==> config.mk <==
export PLATFORM = sky130hd
export DESIGN_NAME = gpr_wb_arbiter
export DESIGN_NICKNAME = d
export VERILOG_FILES = /design/src/rtl/gpr_wb_arbiter_pkg.sv /design/src/rtl/gpr_wb_arbiter_scoreboard.sv /design/src/rtl/gpr_wb_arbiter.sv
export SDC_FILE = /design/constraint.sdc
export NUM_CORES = 1
export LEC_CHECK = 0
export ABC_AREA = 1
export ABC_CLOCK_PERIOD_IN_PS = 2200
export BUFFER_PORTS_ARGS = -buffer_cell sky130_fd_sc_hd__buf_2
export CAP_MARGIN = 0
export CORE_ASPECT_RATIO = 1.75
export CORE_MARGIN = 1.5
export CORE_UTILIZATION = 35
export DETAILED_ROUTE_END_ITERATION = 10
export PLACE_DENSITY = 0.6
export SKIP_CTS_REPAIR_TIMING = 1
export SLEW_MARGIN = 20
export SYNTH_ARGS = -nofsm -noshare
export SYNTH_HDL_FRONTEND = slang
export SYNTH_HIERARCHICAL = 1
export SYNTH_SLANG_ARGS = --single-unit
==> constraint.sdc <==
create_clock -name clk -period 2.2 [get_ports clk]
set_input_delay 0.22 -clock clk [delete_from_list [all_inputs] [get_ports clk]]
set_output_delay 0.22 -clock clk [all_outputs]
set_load 0.01 [all_outputs]
==> src/rtl/gpr_wb_arbiter_pkg.sv <==
// gpr_wb_arbiter_pkg: shared sizes and source encoding for the GPR writeback arbiter.
package gpr_wb_arbiter_pkg;
    localparam int NREG_DEF = 32;
    localparam int AW_DEF   = 5;
    localparam int DW_DEF   = 32;

    typedef enum logic {
        SRC_ALU = 1'b0,
        SRC_MEM = 1'b1
    } src_e;
endpackage

==> src/rtl/gpr_wb_arbiter_scoreboard.sv <==
// gpr_scoreboard: per-register busy bits with issue-side set, writeback-side clear and two decode queries.
module gpr_scoreboard
    import gpr_wb_arbiter_pkg::*;
#(
    parameter int NREG = NREG_DEF,
    parameter int AW   = AW_DEF
) (
    input  logic          clk,
    input  logic          rst_n,
    input  logic          set_i,
    input  logic [AW-1:0] set_reg_i,
    input  logic          clr_i,
    input  logic [AW-1:0] clr_reg_i,
    input  logic [AW-1:0] iss_reg_i,
    input  logic [AW-1:0] rs_addr_i,
    input  logic [AW-1:0] rt_addr_i,
    output logic          iss_ready_o,
    output logic          rs_busy_o,
    output logic          rt_busy_o
);
    logic [NREG-1:0] busy_q, busy_d;

    // Set is applied after clear so a same-edge set/clear on one register leaves it busy.
    always_comb begin
        busy_d = busy_q;
        if (clr_i) busy_d[clr_reg_i] = 1'b0;
        if (set_i) busy_d[set_reg_i] = 1'b1;
        busy_d[0] = 1'b0;
    end

    always_ff @(posedge clk or negedge rst_n) begin
        if (!rst_n) busy_q <= '0;
        else        busy_q <= busy_d;
    end

    assign iss_ready_o = !busy_q[iss_reg_i] || iss_reg_i == '0;
    assign rs_busy_o   = busy_q[rs_addr_i];
    assign rt_busy_o   = busy_q[rt_addr_i];
endmodule

==> src/rtl/gpr_wb_arbiter.sv <==
// gpr_wb_arbiter: round-robin ALU/load arbitration onto the single GPR write port plus busy scoreboard.
// Define GPR_WB_FWD_EN to add rs_fwd/rt_fwd/fwd_data bypass outputs for the write cycle.
module gpr_wb_arbiter
    import gpr_wb_arbiter_pkg::*;
#(
    parameter int NREG = NREG_DEF,
    parameter int AW   = AW_DEF,
    parameter int DW   = DW_DEF
) (
    input  logic          clk,
    input  logic          rst_n,
    input  logic          iss_valid,
    input  logic [AW-1:0] iss_reg,
    output logic          iss_ready,
    input  logic [AW-1:0] rs_addr,
    input  logic [AW-1:0] rt_addr,
    output logic          rs_busy,
    output logic          rt_busy,
    input  logic          a_valid,
    input  logic [AW-1:0] a_reg,
    input  logic [DW-1:0] a_data,
    output logic          a_ready,
    input  logic          m_valid,
    input  logic [AW-1:0] m_reg,
    input  logic [DW-1:0] m_data,
    output logic          m_ready,
    output logic          gpr_we,
    output logic [AW-1:0] gpr_waddr,
    output logic [DW-1:0] gpr_wdata
`ifdef GPR_WB_FWD_EN
    ,
    output logic          rs_fwd,
    output logic          rt_fwd,
    output logic [DW-1:0] fwd_data
`endif
);
    src_e          rr_q, rr_d;
    logic          we_q, we_d;
    logic [AW-1:0] waddr_q, waddr_d;
    logic [DW-1:0] wdata_q, wdata_d;
    logic          grant;
    logic [AW-1:0] g_reg;
    logic [DW-1:0] g_data;

    assign a_ready = a_valid && (!m_valid || rr_q == SRC_ALU);
    assign m_ready = m_valid && (!a_valid || rr_q == SRC_MEM);
    assign grant   = a_ready || m_ready;
    assign g_reg   = a_ready ? a_reg : m_reg;
    assign g_data  = a_ready ? a_data : m_data;

    // Only contested grants move the pointer; writes to reg 0 are granted but dropped.
    always_comb begin
        rr_d    = (a_valid && m_valid) ? (rr_q == SRC_ALU ? SRC_MEM : SRC_ALU) : rr_q;
        we_d    = grant && g_reg != '0;
        waddr_d = grant ? g_reg : waddr_q;
        wdata_d = grant ? g_data : wdata_q;
    end

    always_ff @(posedge clk or negedge rst_n) begin
        if (!rst_n) begin
            rr_q    <= SRC_ALU;
            we_q    <= 1'b0;
            waddr_q <= '0;
            wdata_q <= '0;
        end else begin
            rr_q    <= rr_d;
            we_q    <= we_d;
            waddr_q <= waddr_d;
            wdata_q <= wdata_d;
        end
    end

    assign gpr_we    = we_q;
    assign gpr_waddr = waddr_q;
    assign gpr_wdata = wdata_q;

    gpr_scoreboard #(.NREG(NREG), .AW(AW)) u_sb (
        .clk         (clk),
        .rst_n       (rst_n),
        .set_i       (iss_valid && iss_ready),
        .set_reg_i   (iss_reg),
        .clr_i       (grant),
        .clr_reg_i   (g_reg),
        .iss_reg_i   (iss_reg),
        .rs_addr_i   (rs_addr),
        .rt_addr_i   (rt_addr),
        .iss_ready_o (iss_ready),
        .rs_busy_o   (rs_busy),
        .rt_busy_o   (rt_busy)
    );

`ifdef GPR_WB_FWD_EN
    assign rs_fwd   = we_q && waddr_q == rs_addr && rs_addr != '0;
    assign rt_fwd   = we_q && waddr_q == rt_addr && rt_addr != '0;
    assign fwd_data = wdata_q;
`endif
endmodule

==> results.cfg <==
[run_status]
outcome = finished, final reports clean

[setup_path]
startpoint_type = flip-flop
critPathRequiredTime_ns = 2.44
cp_common_cell = nand2_1
path_delay_family = simple AND/OR/NAND/NOR gates
path_buf_inv = 3
crit_slowest_cell = dfrtp_1
r2r_cells = 13
crit_path_max_fanout = 8
path_depth = 13
critPathKind = flip-flop to flip-flop
cp_cell_sequence = inv_1 > nand2_1 > nand3_1 > nand2_1 > nand2_1 > nand3_1 > nand3_1 > nand2_1 > inv_1 > nand2_1 > inv_1 > nand3_1 > o21ai_0
endpoint_kind = flip-flop
worstPathArrival_ns = 2.18
cp_slowest_stage_delay_ns = 0.39

[timing]
hold_viol = 0
setup_tns_ns = 0
worst_pin_slew_ns = 0.421
skew_ns = 0.00888
fin_crit_sh_pct = 88.5
slew_violations = 0
fin_ws_ns = 0.252
min_period_ns = 1.95
finalSetupViolations = 0
fmax_mhz = 513
slew_headroom_pct = 71.9
worst_hold_slack_ns = 0.144
rsz0062_at_grt = no

[drt]
drt-total-wl_um = 14700
firstDrtPassIters = 4
ant_nets = 0
avgViaCountPerCell = 5.36
drt_iter0_drc = 242
drc = 0
wl_per_cell_um = 16.9
vias = 4667

[cells_and_area]
n_antenna_cell = 0
post-route-util_pct = 45.1
layoutNonFillerInstCount = 871
synthToLayoutAreaGrowth_pct = 24.8
stdcell_area_mm2 = 0.00525
fin_nets = 825
drive_above_1_share_pct = 23.2

[die]
rows = 52
die_w_um = 85.9
dieArea_mm2 = 0.0127
start_util_pct = 36.1
die_y_um = 148
ioPinCount = 137
core_mm2 = 0.0116

[synthesis]
synth_compound_area_share_pct = 19.1
synth_edf_count = 0
synth_top_area_share_pct = 41.6
yosysWarningCount = 6
synthMuxAreaShare_pct = 0
postSynthCellCount = 601
synthDistinctLibCells = 24
yosys.area_share.xor_xnor_pct = 0
synth-simple-area-share_pct = 28.6
ys_seq_elements = 70
synth_fp_nets = 695
synth_fa_ha_area_share_pct = 0
synth_seq_area_share_pct = 41.6
synthFlopType = dfrtp_1
synth_area_leaders = dfrtp_1 (42%), nand2_1 (14%), o21ai_0 (13%)
synth_top_cell_by_area = dfrtp_1
syn_area_per_cell_um2 = 7.00
mappedNetlistArea_mm2 = 0.00421
synthArstFlopShare_pct = 100
synth_top_family_by_area = simple AND/OR/NAND/NOR gates

[pwr]
seqPwrFrac_pct = 41.3
p_int_mw = 3.02
power.net_switching_mw = 1.68
p_comb_share_pct = 26.7
p_clk_share_pct = 32.0
p_total_mw = 4.69
p_per_area_mw_per_mm2 = 894
power_leakage_nw = 2.68
power.share.switching_pct = 35.7
vdd_drop_max_uv = 517

[global_routing]
track_usage_pct = 23.7
antenna_found_initial = 0
first_global_vias = 4493
grt_overflow = 0
grt_pass1_wl_um = 23100
grt_start_max_net_pins = 71

[clock_network]
clk_latency_ns = 0.33
htreeDepth = 3
clk_pin_slew_ns = 0.05
cts_buffer_depth = 2
cts_tree = built
clock-sinks = 70
root_buffer = clkbuf_16
cts_buffers = 9

[place]
place_inst = 854
portBuffers = 136
hpwlAfterDp_um = 11500
post_dp_cell_area_mm2 = 0.00492
place_ws_ns = 0.194
gp_congestion = 1.01

[min_path]
min_path_type = input pin to flip-flop
min_path_cells = 3

[flow_run]
cap_violations = 0
[cells in the mapped netlist (3+ instances only)]
library cell	instances
inv_2	3
a21oi_1	10
nor2_1	37
buf_6	8
nand2_1	158
buf_4	9
inv_1	61
o21ai_1	26
o21ai_0	108
dfrtp_1	70
buf_2	6
o211ai_1	7
nand3_1	83
[sequential cells by signal, summed over array words and instances (netlist names)]
name and flops:
gpr_waddr 5, gpr_wdata 32, gpr_we 1, rr_q 1, u_sb/busy_q 31
[cells by family after synthesis]
family / count (synthesis)
flops: 70
buf+inv: 91
compound gates: 155
simple gates: 285
[worst min-delay path, stage by stage]
cell	delay (ns)
buf_2	0.07
nor2_1	0.03
o21ai_1	0.11
[area by class of cell]
class | instances | area, um2
clock buffer | 12 | 267
sequential | 70 | 1750
inverter | 67 | 256
tap | 135 | 169
fill | 1196 | 6390
clock inverter | 4 | 53.8
timing repair buffer | 143 | 748
multi-input combinational | 440 | 2010
[power by group through the flow]
stage | clock, mW | combinational, mW | sequential (mW)
global route | 1.60 | 1.42 | 1.96
CTS | 1.54 | 1.25 | 1.92
global placement | 0 | 1.23 | 1.94
finish | 1.50 | 1.25 | 1.94
floorplan | 0 | 0.735 | 1.84
detailed placement | 0 | 1.25 | 1.94
[placed cells by master, fill, tap and decap left out, types with 2 or more instances in the layout]
cell type / Yosys / routed
a21oi_1: 10 / 10
a21oi_2: 2 / 2
buf_2: 6 / 136
buf_4: 9 / 5
clkbuf_16: 0 / 9
clkbuf_8: 0 / 3
clkinvlp_4: 0 / 2
dfrtp_1: 70 / 70
inv_1: 61 / 61
inv_2: 3 / 3
inv_4: 2 / 2
nand2_1: 158 / 158
nand2_2: 2 / 2
nand2_4: 2 / 2
nand3_1: 83 / 83
nor2_1: 37 / 37
o211ai_1: 7 / 7
o21ai_0: 108 / 108
o21ai_1: 26 / 26
[final timing paths]
kind	start	end	slack, ns
max reg2reg	u_sb/busy_q[10]$_DFF_PN0_	u_sb/busy_q[19]$_DFF_PN0_	0.25
max in group asynchronous	rst_n	u_sb/busy_q[13]$_DFF_PN0_	1.45
min	m_data[0]	gpr_wdata[0]$_DFFE_PN0P_	0.14
max	u_sb/busy_q[10]$_DFF_PN0_	u_sb/busy_q[19]$_DFF_PN0_	0.25
min in group asynchronous	rst_n	gpr_wdata[20]$_DFFE_PN0P_	0.43
min reg2reg	gpr_waddr[2]$_DFFE_PN0P_	gpr_waddr[2]$_DFFE_PN0P_	0.48
[metal layers]
| layer | wire length (um) | global-route usage (%) | vias up |
|---|---|---|---|
| met4 | 873 | 15.1 | 0 |
| li1 | - | - | 2238 |
| met5 | 0 | 0 | - |
| met2 | 7710 | 42.2 | 246 |
| met3 | 924 | 4.94 | 54 |
| met1 | 5240 | 24.7 | 2129 |
(Power assumes the default switching activity.)
